File: config.mk
export PLATFORM = sky130hd
export DESIGN_NAME = ifu_fetch_queue_flat
export DESIGN_NICKNAME = d
export VERILOG_FILES = /design/src/rtl/ifu_fetch_queue_pkg.sv /design/src/rtl/ifu_fetch_queue_if.sv /design/src/rtl/ifu_fetch_queue_fetch_fifo.sv /design/src/rtl/ifu_fetch_queue.sv /design/src/flat_wrapper.sv
export SDC_FILE = /design/constraint.sdc
export NUM_CORES = 1
export LEC_CHECK = 0
export ABC_AREA = 1
export BUFFER_PORTS_ARGS = -buffer_cell sky130_fd_sc_hd__buf_2
export CORE_MARGIN = 2
export CORE_UTILIZATION = 62
export CTS_CLUSTER_SIZE = 40
export DETAILED_ROUTE_END_ITERATION = 16
export PLACE_DENSITY = 0.84
export SETUP_SLACK_MARGIN = 0.02
export SKIP_LAST_GASP = 1
export SYNTH_ARGS = -nofsm -noshare
export SYNTH_HDL_FRONTEND = slang
export SYNTH_HIERARCHICAL = 1
export SYNTH_SLANG_ARGS = --single-unit
File: constraint.sdc
create_clock -name clk -period 4.3 [get_ports clk]
set_clock_uncertainty 0.2 [all_clocks]
set_input_delay 0.43 -clock clk [delete_from_list [all_inputs] [get_ports clk]]
set_output_delay 0.43 -clock clk [all_outputs]
set_load 0.005 [all_outputs]
File: src/rtl/ifu_fetch_queue_pkg.sv
// ifu_fetch_queue_pkg: shared widths, reset PC and fetch FSM encodings
package ifu_fetch_queue_pkg;
   localparam int XLEN = 32;
   localparam logic [XLEN-1:0] RESET_PC_DEF = 32'h8000_0000;
   typedef enum logic [1:0] {S_REQ, S_WAIT, S_DROP} state_t;
endpackage

File: src/rtl/ifu_fetch_queue_if.sv
// ifu_fetch_queue_if: imem request/response, redirect and pre-decode handshake bundle
interface ifu_fetch_queue_if;
   import ifu_fetch_queue_pkg::*;
   logic            imem_req_valid;
   logic            imem_req_ready;
   logic [XLEN-1:0] imem_req_addr;
   logic            imem_rsp_valid;
   logic [XLEN-1:0] imem_rsp_data;
   logic            imem_rsp_ready;
   logic            redirect_valid;
   logic [XLEN-1:0] redirect_pc;
   logic            out_valid;
   logic            out_ready;
   logic [XLEN-1:0] out_pc;
   logic [XLEN-1:0] out_inst;
   modport master (
      output imem_req_valid, imem_req_addr, imem_rsp_ready, out_valid, out_pc, out_inst,
      input  imem_req_ready, imem_rsp_valid, imem_rsp_data, redirect_valid, redirect_pc, out_ready
   );
   modport slave (
      input  imem_req_valid, imem_req_addr, imem_rsp_ready, out_valid, out_pc, out_inst,
      output imem_req_ready, imem_rsp_valid, imem_rsp_data, redirect_valid, redirect_pc, out_ready
   );
endinterface

File: src/rtl/ifu_fetch_queue_fetch_fifo.sv
// fetch_fifo: synchronous FIFO with flush and occupancy count, head read from storage
module fetch_fifo #(
   parameter int WIDTH = 64,
   parameter int DEPTH = 4
) (
   input  logic                       clk,
   input  logic                       rst,
   input  logic                       i_flush,
   input  logic                       i_push,
   input  logic [WIDTH-1:0]           i_data,
   input  logic                       i_pop,
   output logic [WIDTH-1:0]           o_data,
   output logic [$clog2(DEPTH):0]     o_count
);
   localparam int AW = $clog2(DEPTH);
   logic [WIDTH-1:0] r_mem [DEPTH];
   logic [AW-1:0]    r_wr;
   logic [AW-1:0]    r_rd;
   logic [AW:0]      r_count;
   assign o_data  = r_mem[r_rd];
   assign o_count = r_count;
   // storage write; the caller never pushes while full
   always_ff @(posedge clk)
      if (i_push) r_mem[r_wr] <= i_data;
   // pointers wrap naturally at power-of-2 depth; flush empties the queue
   always_ff @(posedge clk)
      if (!rst || i_flush) begin
         r_wr    <= '0;
         r_rd    <= '0;
         r_count <= '0;
      end else begin
         if (i_push) r_wr <= r_wr + 1'b1;
         if (i_pop) r_rd <= r_rd + 1'b1;
         r_count <= r_count + {{AW{1'b0}}, i_push} - {{AW{1'b0}}, i_pop};
      end
endmodule

File: src/rtl/ifu_fetch_queue.sv
// ifu_fetch_queue: fetch PC + single-outstanding imem FSM feeding a {pc,inst} FIFO
module ifu_fetch_queue
   import ifu_fetch_queue_pkg::*;
#(
   parameter logic [XLEN-1:0] RESET_PC = RESET_PC_DEF,
   parameter int              DEPTH    = 4
) (
   input logic              clk,
   input logic              rst,
   ifu_fetch_queue_if.master bus
);
   localparam int CW = $clog2(DEPTH) + 1;
   state_t            r_state;
   logic [XLEN-1:0]   r_fetch_pc;
   logic [XLEN-1:0]   r_req_pc;
   logic [CW-1:0]     w_count;
   logic [2*XLEN-1:0] w_head;
   logic              w_full;
   logic              w_req_valid;
   logic              w_req_fire;
   logic              w_push;
   logic              w_out_valid;
   logic              w_pop;
   assign w_full      = w_count == CW'(DEPTH);
   assign w_req_valid = rst & (r_state == S_REQ) & ~w_full & ~bus.redirect_valid;
   assign w_req_fire  = w_req_valid & bus.imem_req_ready;
   assign w_push      = (r_state == S_WAIT) & bus.imem_rsp_valid & ~bus.redirect_valid;
   assign w_out_valid = rst & (w_count != '0) & ~bus.redirect_valid;
   assign w_pop       = w_out_valid & bus.out_ready;
   assign bus.imem_req_valid = w_req_valid;
   assign bus.imem_req_addr  = {r_fetch_pc[XLEN-1:2], 2'b00};
   assign bus.imem_rsp_ready = 1'b1;
   assign bus.out_valid      = w_out_valid;
   assign bus.out_pc         = w_head[2*XLEN-1:XLEN];
   assign bus.out_inst       = w_head[XLEN-1:0];
   // fetch FSM: redirect wins; a response still in flight after redirect is dropped
   always_ff @(posedge clk)
      if (!rst) begin
         r_state    <= S_REQ;
         r_fetch_pc <= RESET_PC;
         r_req_pc   <= '0;
      end else if (bus.redirect_valid) begin
         r_fetch_pc <= {bus.redirect_pc[XLEN-1:2], 2'b00};
         r_state    <= (r_state == S_REQ || bus.imem_rsp_valid) ? S_REQ : S_DROP;
      end else begin
         case (r_state)
            S_REQ:
               if (w_req_fire) begin
                  r_req_pc   <= r_fetch_pc;
                  r_fetch_pc <= r_fetch_pc + 32'd4;
                  r_state    <= S_WAIT;
               end
            S_WAIT, S_DROP:
               if (bus.imem_rsp_valid) r_state <= S_REQ;
            default: r_state <= S_REQ;
         endcase
      end
   fetch_fifo #(.WIDTH(2*XLEN), .DEPTH(DEPTH)) u_fifo (
      .clk     (clk),
      .rst     (rst),
      .i_flush (bus.redirect_valid),
      .i_push  (w_push),
      .i_data  ({r_req_pc, bus.imem_rsp_data}),
      .i_pop   (w_pop),
      .o_data  (w_head),
      .o_count (w_count)
   );
endmodule

File: src/flat_wrapper.sv
// flat-port wrapper written by rule: the top's interface ports become plain ports
module ifu_fetch_queue_flat import ifu_fetch_queue_pkg::*;
#(
   parameter logic [XLEN-1:0] RESET_PC = RESET_PC_DEF,
   parameter int              DEPTH    = 4
)
  (clk, rst, bus_imem_req_valid, bus_imem_req_addr, bus_imem_rsp_ready, bus_out_valid, bus_out_pc, bus_out_inst, bus_imem_req_ready, bus_imem_rsp_valid, bus_imem_rsp_data, bus_redirect_valid, bus_redirect_pc, bus_out_ready);
  ifu_fetch_queue_if bus_i ();
  input logic clk;
  input logic rst;
  output wire logic [$bits(bus_i.imem_req_valid)-1:0] bus_imem_req_valid;
  output wire logic [$bits(bus_i.imem_req_addr)-1:0] bus_imem_req_addr;
  output wire logic [$bits(bus_i.imem_rsp_ready)-1:0] bus_imem_rsp_ready;
  output wire logic [$bits(bus_i.out_valid)-1:0] bus_out_valid;
  output wire logic [$bits(bus_i.out_pc)-1:0] bus_out_pc;
  output wire logic [$bits(bus_i.out_inst)-1:0] bus_out_inst;
  input wire logic [$bits(bus_i.imem_req_ready)-1:0] bus_imem_req_ready;
  input wire logic [$bits(bus_i.imem_rsp_valid)-1:0] bus_imem_rsp_valid;
  input wire logic [$bits(bus_i.imem_rsp_data)-1:0] bus_imem_rsp_data;
  input wire logic [$bits(bus_i.redirect_valid)-1:0] bus_redirect_valid;
  input wire logic [$bits(bus_i.redirect_pc)-1:0] bus_redirect_pc;
  input wire logic [$bits(bus_i.out_ready)-1:0] bus_out_ready;
  assign bus_imem_req_valid = bus_i.imem_req_valid;
  assign bus_imem_req_addr = bus_i.imem_req_addr;
  assign bus_imem_rsp_ready = bus_i.imem_rsp_ready;
  assign bus_out_valid = bus_i.out_valid;
  assign bus_out_pc = bus_i.out_pc;
  assign bus_out_inst = bus_i.out_inst;
  assign bus_i.imem_req_ready = bus_imem_req_ready;
  assign bus_i.imem_rsp_valid = bus_imem_rsp_valid;
  assign bus_i.imem_rsp_data = bus_imem_rsp_data;
  assign bus_i.redirect_valid = bus_redirect_valid;
  assign bus_i.redirect_pc = bus_redirect_pc;
  assign bus_i.out_ready = bus_out_ready;
  ifu_fetch_queue #(.RESET_PC(RESET_PC), .DEPTH(DEPTH)) u_core (.clk(clk), .rst(rst), .bus(bus_i));
endmodule
==> results of run 1 <==
[worst max-delay path, delay by kind of cell (launching register included)]
kind	cells	cell delay, ns
buffers and inverters	3	1.15
AO/OA/AOI/OAI	2	0.44
flip-flops	1	0.73
[layout make-up]
class                           instances  area [um2]
Sequential cell                       327        9110
Fill cell                            1375        5170
Multi-Input combinational cell        817        3710
Timing Repair Buffer                  228        1510
Clock buffer                           43         891
Tap cell                              275         344
Inverter                               60         228
Clock inverter                         14         121
[synthesized netlist by cell type, types with 3 or more instances]
cell / instances / area (um2)
nor2_1: 254 / 953
a21oi_1: 52 / 260
inv_1: 54 / 203
a31oi_1: 8 / 50.1
o21ai_1: 137 / 686
inv_2: 6 / 22.5
xor2_1: 8 / 70.1
xnor2_1: 3 / 26.3
nand3_1: 29 / 145
nand2_1: 196 / 736
buf_2: 23 / 115
ha_1: 9 / 113
clkbuf_1: 28 / 105
dfxtp_1: 71 / 1420
nor2_4: 3 / 33.8
edfxtp_1: 256 / 7690
o21ai_0: 85 / 425
nor3_1: 6 / 30.0
buf_4: 13 / 97.6
[worst max path at each step]
| stage | from | end | slack, ns | cells past startpoint |
|---|---|---|---|---|
| 6_report | flop | bus_out_pc[20] | 0.68 | 5 |
| 5_1_grt | flop | bus_out_inst[12] | 0.53 | 5 |
| 4_1_cts | flop | bus_out_pc[20] | 0.69 | 5 |
| 3_5_place_dp | flop | bus_out_pc[20] | 1.26 | 5 |
| 3_3_place_gp | flop | bus_out_pc[20] | 1.38 | 5 |
| 2_1_floorplan | bus_redirect_valid | u_core/u_fifo/r_mem[0][0] | 1.43 | 4 |
[registers in the layout, indices dropped and copies added (netlist names), named ones only]
register               count
u_core/u_fifo/r_mem      256
u_core/u_fifo/r_rd         2
u_core/r_state             2
u_core/u_fifo/r_wr         2
u_core/r_fetch_pc         30
u_core/r_req_pc           30
u_core/u_fifo/o_count      3
[cells in the final DEF, fill, tap and decap left out, types with 3 or more instances in the layout]
cell           instances
buf_2                163
clkbuf_16             31
inv_1                 50
edfxtp_1             256
clkbuf_1               5
clkinv_1               4
conb_1                11
nor3_1                 6
clkbuf_8               7
buf_4                  5
nand3_1               29
inv_2                  8
o21ai_1              137
o21ai_0               85
dlygate4sd3_1         54
xnor2_1                3
a31oi_1                8
xor2_1                 8
ha_1                   9
buf_12                 6
nand2_1              196
nor2_4                 3
a21oi_1               52
clkinv_2               8
nor2_1               254
dfxtp_1               70
[logic make-up after synthesis]
family,synth area share [%]
buffers and inverters,4.16
AOI/OAI and AO/OA,11.0
adders and majority gates,0.995
and+or+nand+nor,14.7
other,0.0563
xor gates and xnor gates,0.723
DFF,68.3
[through the flow]
| step | cells | worst slack [ns] |
|---|---|---|
| after detailed placement | 1653 | 1.26 |
| after global routing | 1764 | 0.530 |
| after global placement | 1653 | 1.38 |
| after CTS | 1764 | 0.691 |
| final | 1764 | 0.684 |
| after floorplan | 1269 | 1.43 |
[metal layers]
metal  wire, um  global-route usage, %  up-vias
met3       2610                   4.15       58
met4        819                   8.74        0
met1      11600                   33.1     4574
met2      14400                   44.5      456
met5          0                      0        -
li1           -                      -     4725
[report_power, final]
| group | total [uW] | switching (uW) | leakage [uW] | internal (uW) |
|---|---|---|---|---|
| sequential | 3480 | 46.2 | 0.00284 | 3430 |
| combinational | 245 | 134 | 0.00253 | 110 |
| clock | 2640 | 1080 | 0.000501 | 1560 |
| total | 6360 | 1260 | 0.00587 | 5100 |
==> results.md, run 1 <==
- The most used cell along the critical path is o21ai_1.
- The cell area that synthesis handed to floorplanning was around 0.013 mm2.
- The final standard cell area without fillers is roughly 0.016 mm2.
- The worst pin sits at a relative slew slack of 31.5%.
- The clock drives about 330 sinks.
- The CTS clock-pin slew for the worst setup and hold paths is around 0.07 ns.
- The number of cells traversed by the worst hold path is 5.
- The H-tree depth is 1.
- The run finished with clean final reports.
- After detailed routing, the average wire length per cell comes to 16.7 um.
- The overall power consumption is between 6000 and 7000 uW.
- Max-cap violations in this run came to 0.
- The antenna diode count is 0.
- The antenna violation net count after detailed routing is 0.
- The peak per-stage delay on the critical path is approximately 0.73 ns.
- The total area inside the core boundary comes to between 0.02 and 0.025 mm2.
- Yosys mapped the design onto 33 distinct sky130hd cell types.
- The cell area power density is between 300 and 400 mW/mm2.
- The number of antenna violations at the first check in global routing was 0.
- In the routed layout, each cell is associated on average with a via count of between 5 and 6.
- The minimum clock period after layout is between 3 and 4 ns.
- A synthesized cell averages around 11 um2.
- The number of max-slew violations in the final report was 0.
- The critical path goes through clkinv_2 > buf_4 > o21ai_1 > o21ai_1 > buf_2.
- The worst reg2reg path depth is 7.
- The estimated wirelength of the detail-placed design is roughly 17,000 um.
- In this run the clock root is driven by a clkbuf_16.
- Summing over every cut layer, the via total after detailed routing is a little under 10,000.
- The TritonCTS clock tree is done.
- Measured along the y axis, the die boundary spans roughly 150 um.
- The slew at the pin closest to its max-slew limit is 1.03 ns.
- The floorplan step defined a die boundary enclosing roughly 0.023 mm2.
- For this run, the register share of the synthesized area comes to 68.3%.
- The initial core utilization is between 60% and 70%.
- The final core area utilization is between 70% and 80%.
- In this run the deepest clock path goes through 3 buffers.
- The routability congestion estimate from global placement is roughly 0.95.
- The number of buffers added on ports is about 160.
- The data required time at the worst endpoint is roughly 3.7 ns.
- For this run, the top clock speed supported by timing is 277 MHz.
- The startpoint class of the critical path is a flop.
- The reg-to-reg setup timing slack is about 1.7 ns.
- The total leakage power is just under 0.006 uW.
- The total global routing track utilization is 25.7%.
- Of all nets on the critical path, the largest fanout is ~100.
- In this run the worst hold path is classified as in2reg.
- The total negative slack is 0 ns.
- For this design the top-level I/O count stands at roughly 170.
- The synthesized design contains about 330 register bits.
- The number of gates resized after CTS is 0.
- The data arrival time of the worst path is 2.99 ns.
- The DRC violations left is 0.
- Setup repair after global routing left no endpoint under its margin.
- The fraction of the cycle the final worst path needs is a little over four fifths.
- Counting the buffers created by CTS gives 31.
- The wire length of the first global-routing pass is ~46,000 um.
- The growth of design area from synthesis to finish is 19.4%.
- Setup violations remaining at the end of the flow were counted as 0.
- In this run the horizontal extent of the chip is approximately 150 um.
- The post-CTS setup buffer count is 0.
- The cell area after placement is 0.0144 mm2.
- The critical path capture point type is a primary output.
- After floorplanning, the core was divided into 53 placement rows.
- The worst hold slack across all endpoints is ~0.04 ns.
- Summed over all layers, the routed wires come to between 20,000 and 30,000 um.
- The initial DRC count is between 800 and 900.
- The worst-case IR drop observed on VDD is approximately 0.29 mV.
- The total number of nets in the final design is 1,545.
- The worst register-to-register path ends at u_core/u_fifo/r_mem[0][26].
- The largest net degree at the start of global routing is just over 100.
- The launch instance of the worst min-delay path is bus_redirect_pc[24].
- The category of the most critical setup path is reg2out.
- The total congestion overflow after global routing is 0.
- The number of endpoints with negative hold slack in the final report is 0.
- For hold timing, the worst endpoint is u_core/r_fetch_pc[24].
- The gate count of the mapped netlist is about 1,300.
- The first-pass iteration count of the detailed router is 5.
- The fraction of final layout cells sized beyond drive strength 1 is around 16%.
- In the synthesized netlist the dominant register cell turns out to be edfxtp_1.
- Of all flip-flops after synthesis, the portion carrying an async set or reset was 0%.
- The slowest stage of the critical path is the dfxtp_4 cell.
- At the later pin of the worst-skew pair, clock insertion delay measures 0.54 ns.
- The startpoint of the lowest-slack register-to-register path is u_core/r_state[1].
- Hold repair after CTS inserted 54 buffers.
- The via count of the first global-routing pass is 9,168.
- The number of enable-type register cells in the synthesized netlist is approximately 260.
- The number of warnings printed during yosys synthesis is 6.
Power figures use the tool's default switching activity.
==> inputs of run 2 (changes only) <==
--- a/config.mk
+++ b/config.mk
@@ -8,10 +8,10 @@
 export ABC_AREA = 1
 export BUFFER_PORTS_ARGS = -buffer_cell sky130_fd_sc_hd__buf_2
 export CORE_MARGIN = 2
-export CORE_UTILIZATION = 62
+export CORE_UTILIZATION = 58
 export CTS_CLUSTER_SIZE = 40
 export DETAILED_ROUTE_END_ITERATION = 16
-export PLACE_DENSITY = 0.84
+export PLACE_DENSITY = 0.79
 export SETUP_SLACK_MARGIN = 0.02
 export SKIP_LAST_GASP = 1
 export SYNTH_ARGS = -nofsm -noshare
==> constraint.sdc (replaced) <==
create_clock -name clk -period 3.6 [get_ports clk]
set_clock_uncertainty 0.2 [all_clocks]
set_input_delay 0.36 -clock clk [delete_from_list [all_inputs] [get_ports clk]]
set_output_delay 0.36 -clock clk [all_outputs]
set_load 0.005 [all_outputs]
==> run 2 against run 1 <==
  * Critical path depth is the same
  * Combinational power grew 26%
  * Power grew 26%
  * Clock-buffer cell count shrank 1
  * Setup slack gained 0.17 ns
  * Sequential power grew 20%
  * Utilization shrank 3.6 points
  * Highest routed layer unchanged
  * Sequential cell count is the same
  * Non-clock buffer count grew 16
  * Register-to-register slack lost 0.48 ns
  * Global-route usage shrank 1.7 points
==> results.md, run 2 (same netlist as run 1, synthesis figures left out) <==
- The via count of the first global-routing pass came to 9,304.
- The number of setup violations in the final report is 0.
- For this design the ratio of total power to cell area is roughly 500 mW/mm2.
- The detail route stage leaves a number of antenna-violating nets equal to 0.
- The number of endpoints with negative hold slack in the final report was 0.
- Entering global routing, the biggest net connects 130 pins.
- Global routing finished with a remaining overflow of 0.
- The DRC violations left is 0.
- The total number of nets in the final design is 1,561.
- The total core area is 0.0226 mm2.
- The number of buffers added on ports is ~160.
- STA classifies the critical path startpoint as a flop.
- For this configuration, the core starts out at a cell density of 59.1%.
- Setup slack on the critical path of the routed design comes to 0.851 ns.
- The number of buffers and inverters on the critical path is 3.
- The fill cell instance count of the final layout is 1,538.
- For this design the static power due to leakage is 0.00601 uW.
- The data required time at the worst endpoint is about 3.0 ns.
- The internal portion of the total power is about 6500 uW.
- The number of vias in the routed layout is around 9,800.
- The floorplan step set the die height to about 160 um.
- The type of the tightest min-delay check is in2reg.
- In this run the number of H-tree levels came out at 1.
- The die is 156 um wide.
- The minimum clock period after layout is between 2 and 3 ns.
- Traced cell by cell, the critical path runs through clkinv_2 > buf_12 > o21ai_0 > o21ai_1 > buf_2.
- In the final layout, the registers with the most flip-flops are u_core/u_fifo/r_mem (256), u_core/r_fetch_pc (30), u_core/r_req_pc (30).
- The area of the die is between 0.02 and 0.025 mm2.
- The highest net fanout along the worst path is roughly 100.
- The number of antenna violations at the first check in global routing is 0.
- STA classifies the critical path endpoint as a primary output.
- The run finished with clean final reports.
- The final core area utilization is roughly 72%.
- The fraction of the cycle the final worst path needs is 76.4%.
- The first-pass iteration count of the detailed router is 5.
- On the critical path the largest part of the delay comes from buffers and inverters.
- The cell sitting at the root of the clock tree is a clkbuf_16.
- The number of max-slew violations in the final report was 0.
- IR analysis of the VDD net gives a maximum drop of between 0.3 and 0.4 mV.
- The overall power consumption is 8000 uW.
- Dividing the detail-routed via count by the number of cells gives 5.46.
- The portion of total power attributed to combinational logic is under 10%.
- The slew at the pin closest to its max-slew limit is approximately 0.66 ns.
- The number of buffers created by CTS is 31.
- The category of the most critical setup path is reg2out.
- In the layout the commonest cells are edfxtp_1, nor2_1, nand2_1.
- For this block, the initial DRC count from the detailed router was between 800 and 900.
- The clock latency at the later pin of the worst-skew pair is about 0.54 ns.
- The library cell used most frequently in the layout, excluding fill and tap cells, is edfxtp_1.
- Wires add up to a little under 30,000 um.
- The number of clock sinks seen by CTS is 327.
- The CTS clock-pin slew for the worst setup and hold paths is around 0.06 ns.
- The growth of design area from synthesis to finish is 21.7%.
- Of the total power, registers draw roughly half.
- The net switching share of the total power is 19.3%.
- Data arrives at the worst endpoint at around 2.2 ns.
- Global routing used 24.0% of the available tracks.
- The count of boundary I/O pins is between 150 and 200.
- The largest register by flop count is u_core/u_fifo/r_mem.
- The timing-limited maximum frequency is 364 MHz.
- The tool flagged a number of max-cap violations equal to 0.
- TritonCTS built the clock tree.
- The worst slew margin relative to its limit is 56.1%.
- In this run the post-CTS setup repair buffer count came out at 0.
- Summed over all nets, the switching power comes to between 1500 and 2000 uW.
- The routability congestion estimate from global placement is approximately 0.99.
- The register with the most flip-flops in the layout has approximately 260 of them.
- The post-route netlist has roughly 17% of its cells at a drive strength greater than 1.
- Detailed placement finished with a half-perimeter wire length of roughly 17,000 um.
- Adding up every negative setup slack in the final design gives 0 ns.
- The clock network burns ~44% of the power.
- Post-CTS repair changed the size of 0 cells.
- The cell type of the slowest stage on the worst timing path is buf_12.
- The routed wire length per instance is 16.5 um.
- The antenna diode count is 0.
- Setup repair after global routing left no endpoint under its margin.
- Prior to clock tree synthesis, the placed netlist has a worst setup slack of approximately 1 ns.
- The peak per-stage delay on the critical path is roughly 0.39 ns.
- In this run the deepest clock path goes through 3 buffers.
- The floorplan has 55 rows.
- The first global-routing pass estimated roughly 46,000 um of wire.
[run 2: cell types whose count changed in the layout (fill, tap and decap cells not counted), sizes merged]
cell / delta
buf: +6
bufinv: +4
dlygate4sd3: +10
clkbuf: -1
clkinv: -3
[run 2: worst paths after layout]
| kind | startpoint | end | slack, ns | depth (start not counted) |
|---|---|---|---|---|
| worst max-delay path | flop | bus_out_pc[28] | 0.85 | 5 |
| worst min-delay path | rst | u_core/r_req_pc[27] | 0.02 | 3 |
| worst max register to register | u_core/r_state[0] | u_core/u_fifo/r_mem[0][37] | 1.25 | 6 |
| worst min register to register | u_core/r_state[1] | u_core/r_state[1] | 0.26 | 2 |
[run 2: power by group through the flow]
stage	Clock [uW]	Sequential (uW)	Combinational, uW
2_1_floorplan	0	4220	131
3_3_place_gp	0	4230	239
3_5_place_dp	0	4230	247
4_1_cts	3590	4150	302
5_1_grt	3740	4160	340
6_report	3540	4160	308
[run 2: worst reg2reg max path: cells and delay by family (launching register included)]
family                   cells  cell delay [ns]
buffers and inverters        2             0.72
flip-flops                   1             0.37
adder cells (fa/ha/maj)      1             0.16
AND/OR/NAND/NOR              3             0.54
[run 2: layout make-up]
class	count	area [um2]	area share, %
Clock buffer	42	921	5.68
Multi-Input combinational cell	817	3710	22.8
Sequential cell	327	9110	56.2
Clock inverter	15	228	1.40
Inverter	60	228	1.40
Tap cell	285	357	2.20
Timing Repair Buffer	244	1670	10.3
[run 2: timing repair]
item,4_1_cts,5_1_grt
setup endpoints to repair,0,0
hold endpoints to repair,159,0
hold buffers,64,0
[run 2: metrics by stage]
step                      area [um2]  hold WS (ns)  std cells
after floorplan                13400         0.239       1269
after global placement         14400         0.251       1669
after detailed placement       14400         0.258       1669
after CTS                      16200       0.00130       1790
after global routing           16200        0.0275       1790
final                          16200        0.0230       1790
[run 2: routing by layer]
layer	up-vias	GRT usage (%)	wire (um)
met5	-	0	0
met4	0	6.77	661
met3	49	3.64	2340
met2	431	40.5	14200
met1	4535	32.7	12300
li1	4754	-	-
